**src/rtl/acc_temp_pkg.sv**
```systemverilog
// Shared opcodes and width helper for the accumulator/temp register bank.
package acc_temp_pkg;

    localparam logic [2:0] OP_NOP  = 3'd0;
    localparam logic [2:0] OP_LDA  = 3'd1;
    localparam logic [2:0] OP_STT  = 3'd2;
    localparam logic [2:0] OP_LDT  = 3'd3;
    localparam logic [2:0] OP_XCH  = 3'd4;
    localparam logic [2:0] OP_PUSH = 3'd5;
    localparam logic [2:0] OP_POP  = 3'd6;
    localparam logic [2:0] OP_CLR  = 3'd7;

    // Index width for an n-entry array, never narrower than one bit.
    function automatic int idx_bits(input int n);
        return (n > 1) ? $clog2(n) : 1;
    endfunction

endpackage

```
**src/rtl/acc_lifo.sv**
```systemverilog
// Save LIFO for ACC: push/pop take effect on the next edge, top entry readable combinationally.
// No backpressure: push when full / pop when empty are dropped and reported as ovf/unf pulses.
module acc_lifo
    import acc_temp_pkg::*;
#(
    parameter int WIDTH = 4,
    parameter int DEPTH = 3
) (
    input  logic                         clk,
    input  logic                         rst,
    input  logic                         push,
    input  logic                         pop,
    input  logic [WIDTH-1:0]             din,
    output logic [WIDTH-1:0]             dout,
    output logic [$clog2(DEPTH+1)-1:0]   count,
    output logic                         full,
    output logic                         empty,
    output logic                         ovf,
    output logic                         unf
);

    localparam int CNTW = $clog2(DEPTH + 1);
    localparam int AW   = idx_bits(DEPTH);

    logic [WIDTH-1:0] mem [DEPTH];
    logic [CNTW-1:0]  top;
    logic             pushOk;
    logic             popOk;

    assign full   = (count == CNTW'(DEPTH));
    assign empty  = (count == '0);
    assign pushOk = push & ~full;
    assign popOk  = pop & ~empty;
    assign ovf    = push & full;
    assign unf    = pop & empty;

    // Clamp the top index when empty so the read never leaves the array.
    assign top  = empty ? '0 : (count - CNTW'(1));
    assign dout = mem[top[AW-1:0]];

    always_ff @(posedge clk or posedge rst) begin
        if (rst) begin
            count <= '0;
        end else if (pushOk) begin
            count <= count + CNTW'(1);
        end else if (popOk) begin
            count <= count - CNTW'(1);
        end
    end

    always_ff @(posedge clk) begin
        if (pushOk) begin
            mem[count[AW-1:0]] <= din;
        end
    end

endmodule

```
**src/rtl/acc_temp_bank.sv**
```systemverilog
// ACC + carry, indexed temp file and ACC save LIFO; one op per cycle, results visible next cycle.
// No backpressure: every valid op executes; illegal push/pop only raise sticky error flags.
module acc_temp_bank
    import acc_temp_pkg::*;
#(
    parameter int WIDTH       = 4,
    parameter int NTEMP       = 2,
    parameter int STACK_DEPTH = 3
) (
    input  logic                               clk,
    input  logic                               rst,
    input  logic                               opValid,
    input  logic [2:0]                         op,
    input  logic [idx_bits(NTEMP)-1:0]         tempIdx,
    input  logic [WIDTH-1:0]                   aluResult,
    input  logic                               aluCarry,
    input  logic                               errClr,
    output logic [WIDTH-1:0]                   accOut,
    output logic                               carryOut,
    output logic [WIDTH-1:0]                   tempOut,
    output logic [$clog2(STACK_DEPTH+1)-1:0]   stackCount,
    output logic                               stackFull,
    output logic                               stackEmpty,
    output logic                               errOvf,
    output logic                               errUnf
);

    localparam int IDXW = idx_bits(NTEMP);

    logic [WIDTH-1:0] acc;
    logic             carry;
    logic [WIDTH-1:0] temp [NTEMP];
    logic [WIDTH-1:0] accNxt;
    logic             carryNxt;
    logic             tempWe;
    logic             idxOk;
    logic [WIDTH-1:0] tempRd;
    logic             push;
    logic             pop;
    logic [WIDTH-1:0] popDat;
    logic             lifoOvf;
    logic             lifoUnf;

    // Only matters for non-power-of-two NTEMP, where some indices have no entry.
    assign idxOk  = ({1'b0, tempIdx} < (IDXW + 1)'(NTEMP));
    assign tempRd = idxOk ? temp[tempIdx] : '0;

    always_comb begin
        accNxt   = acc;
        carryNxt = carry;
        tempWe   = 1'b0;
        push     = 1'b0;
        pop      = 1'b0;
        if (opValid) begin
            case (op)
                OP_LDA: begin
                    accNxt   = aluResult;
                    carryNxt = aluCarry;
                end
                OP_STT: tempWe = idxOk;
                OP_LDT: if (idxOk) accNxt = tempRd;
                OP_XCH: begin
                    if (idxOk) begin
                        accNxt = tempRd;
                        tempWe = 1'b1;
                    end
                end
                OP_PUSH: push = 1'b1;
                OP_POP: begin
                    pop = 1'b1;
                    if (!stackEmpty) accNxt = popDat;
                end
                OP_CLR: begin
                    accNxt   = '0;
                    carryNxt = 1'b0;
                end
                default: ;
            endcase
        end
    end

    // Temp write data is always the pre-edge ACC, which makes XCH a true swap.
    always_ff @(posedge clk or posedge rst) begin
        if (rst) begin
            acc    <= '0;
            carry  <= 1'b0;
            errOvf <= 1'b0;
            errUnf <= 1'b0;
            for (int i = 0; i < NTEMP; i++) temp[i] <= '0;
        end else begin
            acc    <= accNxt;
            carry  <= carryNxt;
            errOvf <= lifoOvf | (errOvf & ~errClr);
            errUnf <= lifoUnf | (errUnf & ~errClr);
            if (tempWe) temp[tempIdx] <= acc;
        end
    end

    acc_lifo #(
        .WIDTH (WIDTH),
        .DEPTH (STACK_DEPTH)
    ) u_lifo (
        .clk   (clk),
        .rst   (rst),
        .push  (push),
        .pop   (pop),
        .din   (acc),
        .dout  (popDat),
        .count (stackCount),
        .full  (stackFull),
        .empty (stackEmpty),
        .ovf   (lifoOvf),
        .unf   (lifoUnf)
    );

    assign accOut   = acc;
    assign carryOut = carry;
    assign tempOut  = tempRd;

endmodule

```
**config.mk**
```make
export PLATFORM = sky130hd
export DESIGN_NAME = acc_temp_bank
export DESIGN_NICKNAME = d
export VERILOG_FILES = /design/src/rtl/acc_temp_pkg.sv /design/src/rtl/acc_lifo.sv /design/src/rtl/acc_temp_bank.sv
export SDC_FILE = /design/constraint.sdc
export NUM_CORES = 1
export LEC_CHECK = 0
export CAP_MARGIN = 20
export CORE_ASPECT_RATIO = 1.4
export CORE_MARGIN = 1
export CORE_UTILIZATION = 55
export CTS_CLUSTER_SIZE = 40
export DETAILED_ROUTE_END_ITERATION = 12
export PLACE_DENSITY_LB_ADDON = 0.25
export SLEW_MARGIN = 20
export SYNTH_ARGS = -nofsm -noshare
export SYNTH_HDL_FRONTEND = slang
export SYNTH_SLANG_ARGS = --single-unit
```
**constraint.sdc**
```tcl
create_clock -name clk -period 2.55 [get_ports clk]
set_input_delay 0.3825 -clock clk [delete_from_list [all_inputs] [get_ports clk]]
set_output_delay 0.3825 -clock clk [all_outputs]
set_load 0.01 [all_outputs]
```
==> results.json, run 1 <==
{
  "outcome": "complete, no violations",
  "combinational_family_with_the_most_area_after_synthesis": "multiplexers",
  "cts-root-buf": "clkbuf_4",
  "maxClockFrequency_mhz": 432.3,
  "power_switching_share": 0.3277,
  "max-slew-margin-rel": 0.5702,
  "cp_max_fo": 6,
  "final.min_clock_period_ps": 2313,
  "setup_viol": 0,
  "final_hold_viol_count": 0,
  "synthesis.area_mm2": 0.001456,
  "floorplan.die.width_um": 45.49,
  "proportion_of_power_drawn_by_flip_flops_and_latches": 0.449,
  "max_stage_delay_ps": 660,
  "post_synth_fa_ha_maj_area_fraction": 0.03436,
  "power_report.internal_total_w": 0.001028,
  "number_of_synthesized_flops_with_an_enable_pin": 12,
  "cap_viol_max_count": 0,
  "path_buf_inv": 2,
  "dpl_worst_slack_ps": 247.9,
  "cp-start-kind": "input port",
  "hpwl_mm": 2.225,
  "groute.usage.overall": 0.2418,
  "ant_nets": 0,
  "met3_routing_resource_usage_after_global_routing": 0.05202,
  "layout_worst_path_cycle_share": 0.9072,
  "syn_avg_cell_area_um2": 12.14,
  "core_mm2": 0.002444,
  "p_per_area_mw_per_mm2": 844.6,
  "drive_above_1_share": 0.1776,
  "port-buffer-count": 27,
  "via_count": 1052,
  "worst_path_arrival_time_ps": 1930,
  "setup-tns-final_ps": 0,
  "antenna_found_initial": 0,
  "rsz0062_at_grt": "no",
  "grt.met2_usage": 0.4071,
  "slew_of_the_pin_with_the_lowest_slew_margin_ps": 644.0,
  "cts.repair_timing.setup_buffer_count": 0,
  "hold_path.class": "input port to async pin",
  "totalPowerFinal_w": 0.001529,
  "groute.layer.met1.usage": 0.2782,
  "synth_compound_area_frac": 0.1263,
  "cts_buf_count": 5,
  "final.setup.worst_slack_ps": 236.7,
  "p_sw_w": 0.0005011,
  "first_global_vias": 1111,
  "synth_cell_types": 31,
  "max-clock-path-buffers": 2,
  "vias_per_cell": 5.656,
  "synth_seq_area_share": 0.5395,
  "place_congestion": 0.8477,
  "cell_count_after_synthesis": 120,
  "die_h_um": 62.89,
  "slowest_cell_on_the_critical_path": "clkdlybuf4s50_1",
  "ff_latch_area_um2": 785.8,
  "pin_count_of_the_biggest_net_entering_global_routing": 18,
  "dominantRegCellSynth": "dfrtp_1",
  "grt_busiest_layer": "met2",
  "clock_skew_ps": 3.263,
  "synth-simple-area-share": 0.09708,
  "crit_path_cell_trace": "clkdlybuf4s50_1, mux2_2, clkdlybuf4s50_1",
  "yosys_register_bits": 29,
  "multi_input_area_um2": 611.8,
  "floorplan.rows": 21,
  "remaining_overflow_grt": 0,
  "pin_count": 28,
  "clkPwrFrac": 0.175,
  "kind_of_critical_path": "input port to output pin",
  "power.share.combinational": 0.375,
  "numClockSinks": 29,
  "postRouteWirelength_mm": 2.959,
  "tritoncts_clock_tree": "done",
  "drtPass1Iterations": 4,
  "die_area_mm2": 0.002861,
  "synthXorXnorAreaFrac": 0.01203,
  "cts-htree-levels": 2,
  "cts-resized-gates": 0,
  "async_flop_share": 0.5862,
  "mux_contribution_to_synthesized_area": 0.1503,
  "clock_insertion_delay_worst_skew_ps": 330,
  "yosysWarnings": 0,
  "endpoint_kind": "output pin",
  "floorplan.initialDensity": 0.5960,
  "path_common_cell": "clkdlybuf4s50_1",
  "timing.final.max_slew_violations": 0,
  "drc_errors_left": 0,
  "stdcell_area_mm2": 0.001810,
  "post_dp_cell_area_mm2": 0.001755,
  "num_antenna_cells": 0,
  "final_routed_wire_length_divided_by_cell_count_um": 15.91,
  "cp_top_family": "buffers and inverters",
  "iter_0_drt_violations": 34,
  "synth_nets": 137,
  "layout.nets": 168,
  "number_of_hold_buffers_added_after_cts": 0,
  "irDropWorstVdd_uv": 583.3,
  "area_growth_pct": 24.31,
  "clock_edge_transition_at_the_registers_on_the_reported_setup_and_hold_paths_ps": 100,
  "fillerInstances": 170,
  "grt_pass1_wl_mm": 4.940,
  "total_leakage_power_nw": 0.7341,
  "critPathRequiredTime_ps": 2170
}
==> layout make-up <==
| cell class | count | share of cell area |
|---|---|---|
| sequential | 29 | 0.4340 |
| multi-input combinational | 78 | 0.3379 |
| timing repair buffer | 29 | 0.1576 |
| tap | 34 | 0.02350 |
| clock buffer | 5 | 0.02073 |
| inverter | 8 | 0.01659 |
| clock inverter | 3 | 0.009675 |
==> state kept, by name, indices dropped and copies added, names as in the netlist <==
| name | flops |
|---|---|
| carryOut | 1 |
| u_lifo.mem | 12 |
| accOut | 4 |
| u_lifo.count | 2 |
| errOvf | 1 |
| temp | 8 |
| errUnf | 1 |
==> layer usage <==
layer,share of wire,wire length [um]
met5,0,0
met4,0.024,71
met3,0.042,125
met2,0.56,1656
met1,0.37,1105
==> metrics by stage <==
step	instances	hold slack [ps]	utilization
6_report	186	433.0	0.7409
5_1_grt	186	537.8	0.7409
4_1_cts	186	445.3	0.7409
3_5_place_dp	178	495.0	0.7184
3_3_place_gp	178	478.6	0.7184
2_1_floorplan	120	308.6	-
==> cells by family (layout without fill, tap and decap cells) <==
logic type / Yosys count / in the layout
DFF: 29 / 29
AOI/OAI and AO/OA: 28 / 28
and+or+nand+nor: 24 / 24
muxes: 20 / 20
buffers and inverters: 13 / 45
adders and majority gates: 4 / 4
xor gates and xnor gates: 2 / 2
==> cells in the mapped netlist, types with 2 or more instances <==
| master | instances | area share |
|---|---|---|
| a32o_1 | 4 | 0.027 |
| a21oi_1 | 6 | 0.021 |
| mux2_2 | 15 | 0.12 |
| o22ai_1 | 2 | 0.0086 |
| nand2_1 | 8 | 0.021 |
| o21ai_0 | 10 | 0.034 |
| buf_4 | 2 | 0.010 |
| edfxtp_1 | 12 | 0.25 |
| a22o_1 | 2 | 0.012 |
| inv_1 | 8 | 0.021 |
| mux2i_1 | 5 | 0.034 |
| and2_1 | 3 | 0.013 |
| nor2_1 | 5 | 0.013 |
| dfrtp_1 | 17 | 0.29 |
| ha_1 | 4 | 0.034 |
| buf_2 | 2 | 0.0069 |
==> worst register-to-register path, cell delays in order, from the launching register on <==
cell and delay [ps]:
dfrtp_1 450, inv_1 110, ha_1 300, mux2_2 370, mux2i_1 190, o21ai_0 100, a32o_1 260
==> cell usage in the layout (no fill, tap or decap) <==
master           count
edfxtp_1            12
a22o_1               2
nor2b_1              1
clkbuf_4             5
mux2i_1              5
o31ai_1              1
mux2_2              15
nor3_1               1
nor4b_4              1
nand2b_1             1
o22ai_1              2
nand2_1              8
xor2_1               1
nor3b_1              1
clkinv_2             2
ha_1                 4
nor3_2               1
o21ai_0             10
xnor2_1              1
a21o_1               1
dfrtp_1             17
buf_4                2
a221o_1              1
clkinvlp_4           1
clkdlybuf4s50_1     27
inv_1                8
a21oi_1              6
nand4_1              1
nor2_1               5
and2_1               3
a32o_1               4
nand4b_1             1
o2bb2ai_1            1
==> final timing paths <==
path / from / endpoint / slack (ps) / cells after the start
worst min-delay path: rst / accOut[2] / 430 / 2
max in group asynchronous: rst / errOvf / 1700 / 2
worst max-delay path: tempIdx / tempOut[3] / 240 / 3
min in group clk: errUnf / errUnf / 510 / 1
worst max register to register: u_lifo.count[0] / accOut[1] / 680 / 6
worst min register to register: errUnf / errUnf / 510 / 1
==> power by group through the flow <==
stage / registers (W) / clock network [W] / logic [W]
floorplan: 0.000689 / 0 / 0.000315
global placement: 0.000685 / 0 / 0.000560
detailed placement: 0.000698 / 0 / 0.000575
CTS: 0.000689 / 0.000273 / 0.000579
global route: 0.000701 / 0.000288 / 0.000622
finish: 0.000687 / 0.000268 / 0.000574
(Power assumes the default switching activity.)
==> run 2: changes to the inputs <==
- CORE_ASPECT_RATIO: 1.4 -> 1.2
- SETUP_SLACK_MARGIN: not set -> 0.1
- SYNTH_HIERARCHICAL: not set -> 1
==> run 2 against run 1 <==
- cell count up 5.9%
- combinational power up 1%
- count of clock-buffer cells in the layout up 1
- power up 5.7%
- cell area up 4.8%
- critical endpoint is now tempOut[1]
==> results.json, run 2 <==
{
  "cts.repair_timing.setup_buffer_count": 0,
  "port-buffer-count": 27,
  "core_mm2": 0.002577,
  "floorplan.rows": 20,
  "async_flop_share": 0.5862,
  "max-clock-path-buffers": 2,
  "post_dp_cell_area_mm2": 0.001823,
  "cts-root-buf": "clkbuf_4",
  "tritoncts_clock_tree": "done",
  "critPathRequiredTime_ps": 2170,
  "setup-tns-final_ps": 0,
  "clock_insertion_delay_worst_skew_ps": 330,
  "ant_nets": 0,
  "cts_buf_count": 5,
  "numClockSinks": 29,
  "totalPowerFinal_w": 0.001617,
  "timing.final.max_slew_violations": 0,
  "syn_avg_cell_area_um2": 11.61,
  "drive_above_1_share": 0.1646,
  "irDropWorstVdd_uv": 457.4,
  "place_congestion": 0.8429,
  "floorplan.die.width_um": 50.19,
  "netlist_top_cells_area": "dfrtp_1, edfxtp_1, mux2_2",
  "dominantRegCellSynth": "dfrtp_1",
  "most_frequent_cells_after_synthesis": "dfrtp_1, nand2_1, edfxtp_1, mux2_2, nor2_1",
  "layout.nets": 181,
  "postRouteWirelength_mm": 2.998,
  "yosys_register_bits": 29,
  "cts-htree-levels": 2,
  "fillerInstances": 190,
  "synth_nets": 150,
  "number_of_hold_buffers_added_after_cts": 0,
  "cell_count_after_synthesis": 132,
  "synthesis.area_mm2": 0.001533,
  "cp-start-kind": "input port",
  "groute.usage.overall": 0.2320,
  "final.min_clock_period_ps": 2237,
  "outcome": "complete, no violations",
  "cap_viol_max_count": 0,
  "slew_of_the_pin_with_the_lowest_slew_margin_ps": 585.4,
  "maxClockFrequency_mhz": 447.0,
  "cp_max_fo": 6,
  "vias_per_cell": 5.599,
  "drc_errors_left": 0,
  "grt_pass1_wl_mm": 4.809,
  "pin_count_of_the_biggest_net_entering_global_routing": 16,
  "hold_path.class": "input port to async pin",
  "synth.largest_area_cell": "dfrtp_1",
  "max_ffs_per_register": 12,
  "post-synth-top-count-cell": "dfrtp_1",
  "clock_edge_transition_at_the_registers_on_the_reported_setup_and_hold_paths_ps": 90,
  "final_core_occ": 0.7364,
  "final_routed_wire_length_divided_by_cell_count_um": 15.22,
  "total_leakage_power_nw": 0.8049,
  "stdcell_area_mm2": 0.001898,
  "kind_of_critical_path": "input port to output pin",
  "endpoint_kind": "output pin",
  "final_hold_viol_count": 0,
  "worst_path_arrival_time_ps": 1850,
  "yosysWarnings": 6,
  "cts-resized-gates": 0,
  "remaining_overflow_grt": 0,
  "antenna_found_initial": 0,
  "synth_cell_types": 34,
  "setup_viol": 0,
  "mostFrequentLayoutCell": "clkdlybuf4s50_1",
  "rsz0062_at_grt": "no",
  "num_antenna_cells": 0,
  "via_count": 1103,
  "floorplan.initialDensity": 0.5947,
  "clock_skew_ps": 8.197,
  "hpwl_mm": 2.282,
  "layout_worst_path_cycle_share": 0.8774,
  "first_global_vias": 1040,
  "synth_seq_area_share": 0.5127,
  "post-synth-top-area-fraction": 0.2776,
  "p_per_area_mw_per_mm2": 851.9,
  "number_of_synthesized_flops_with_an_enable_pin": 12,
  "die_h_um": 59.83,
  "pin_count": 28,
  "iter_0_drt_violations": 42,
  "area_growth_pct": 23.84,
  "max-slew-margin-rel": 0.6093,
  "die_area_mm2": 0.003003,
  "drtPass1Iterations": 5,
  "commonest_cells_after_routing_fill_and_taps_aside": "clkdlybuf4s50_1, dfrtp_1, nand2_1"
}
run 2: layout make-up:
type,instances,area [um^2],area share
Multi-Input combinational cell,90,676.9,0.3566
Timing Repair Buffer,30,292.8,0.1543
Tap cell,33,41.29,0.02175
Inverter,7,26.28,0.01384
Clock buffer,6,41.29,0.02175
Clock inverter,2,33.78,0.01780
Sequential cell,29,785.8,0.4140
run 2: stage by stage:
stage | setup slack, ps | cells | hold slack, ps
global route | 210.6 | 197 | 235.9
CTS | 313.7 | 197 | 213.4
floorplan | 875.5 | 132 | 123.7
detailed placement | 235.1 | 189 | 475.2
global placement | 316.3 | 189 | 458.4
finish | 312.6 | 197 | 222.6
run 2: critical path, cell delays in order:
cell	delay, ps
clkdlybuf4s50_1	600
mux2_2	390
clkdlybuf4s50_1	480
run 2: layer usage:
layer,routed length [um],vias to the layer above,GRT usage
li1,-,534,-
met1,1260,526,0.2759
met2,1528,37,0.3848
met3,157,6,0.06870
met4,52,0,0.1102
met5,0,-,0
run 2: cell families after synthesis:
family / share of synthesized area
xor gates and xnor gates: 0.02205
AOI/OAI and AO/OA: 0.1224
adders and majority gates: 0.04082
and+or+nand+nor: 0.1420
muxes: 0.1143
DFF: 0.5127
buffers and inverters: 0.04572
run 2: final timing paths:
| check | startpoint | endpoint | slack, ps | cells after the start |
|---|---|---|---|---|
| worst max-delay path | tempIdx | tempOut[1] | 310 | 3 |
| worst min-delay path | rst | u_lifo/count[1] | 220 | 2 |
| worst max register to register | u_lifo/count[0] | accOut[2] | 620 | 8 |
| worst min register to register | errOvf | errOvf | 490 | 1 |
| max in group asynchronous | rst | accOut[1] | 1720 | 2 |
| min in group clk | errOvf | errOvf | 490 | 1 |
run 2: power breakdown:
group	internal [W]	switching [W]
logic	0.000317	0.000265
clock network	0.000204	0.000156
registers	0.000587	0.0000877
total	0.00111	0.000509
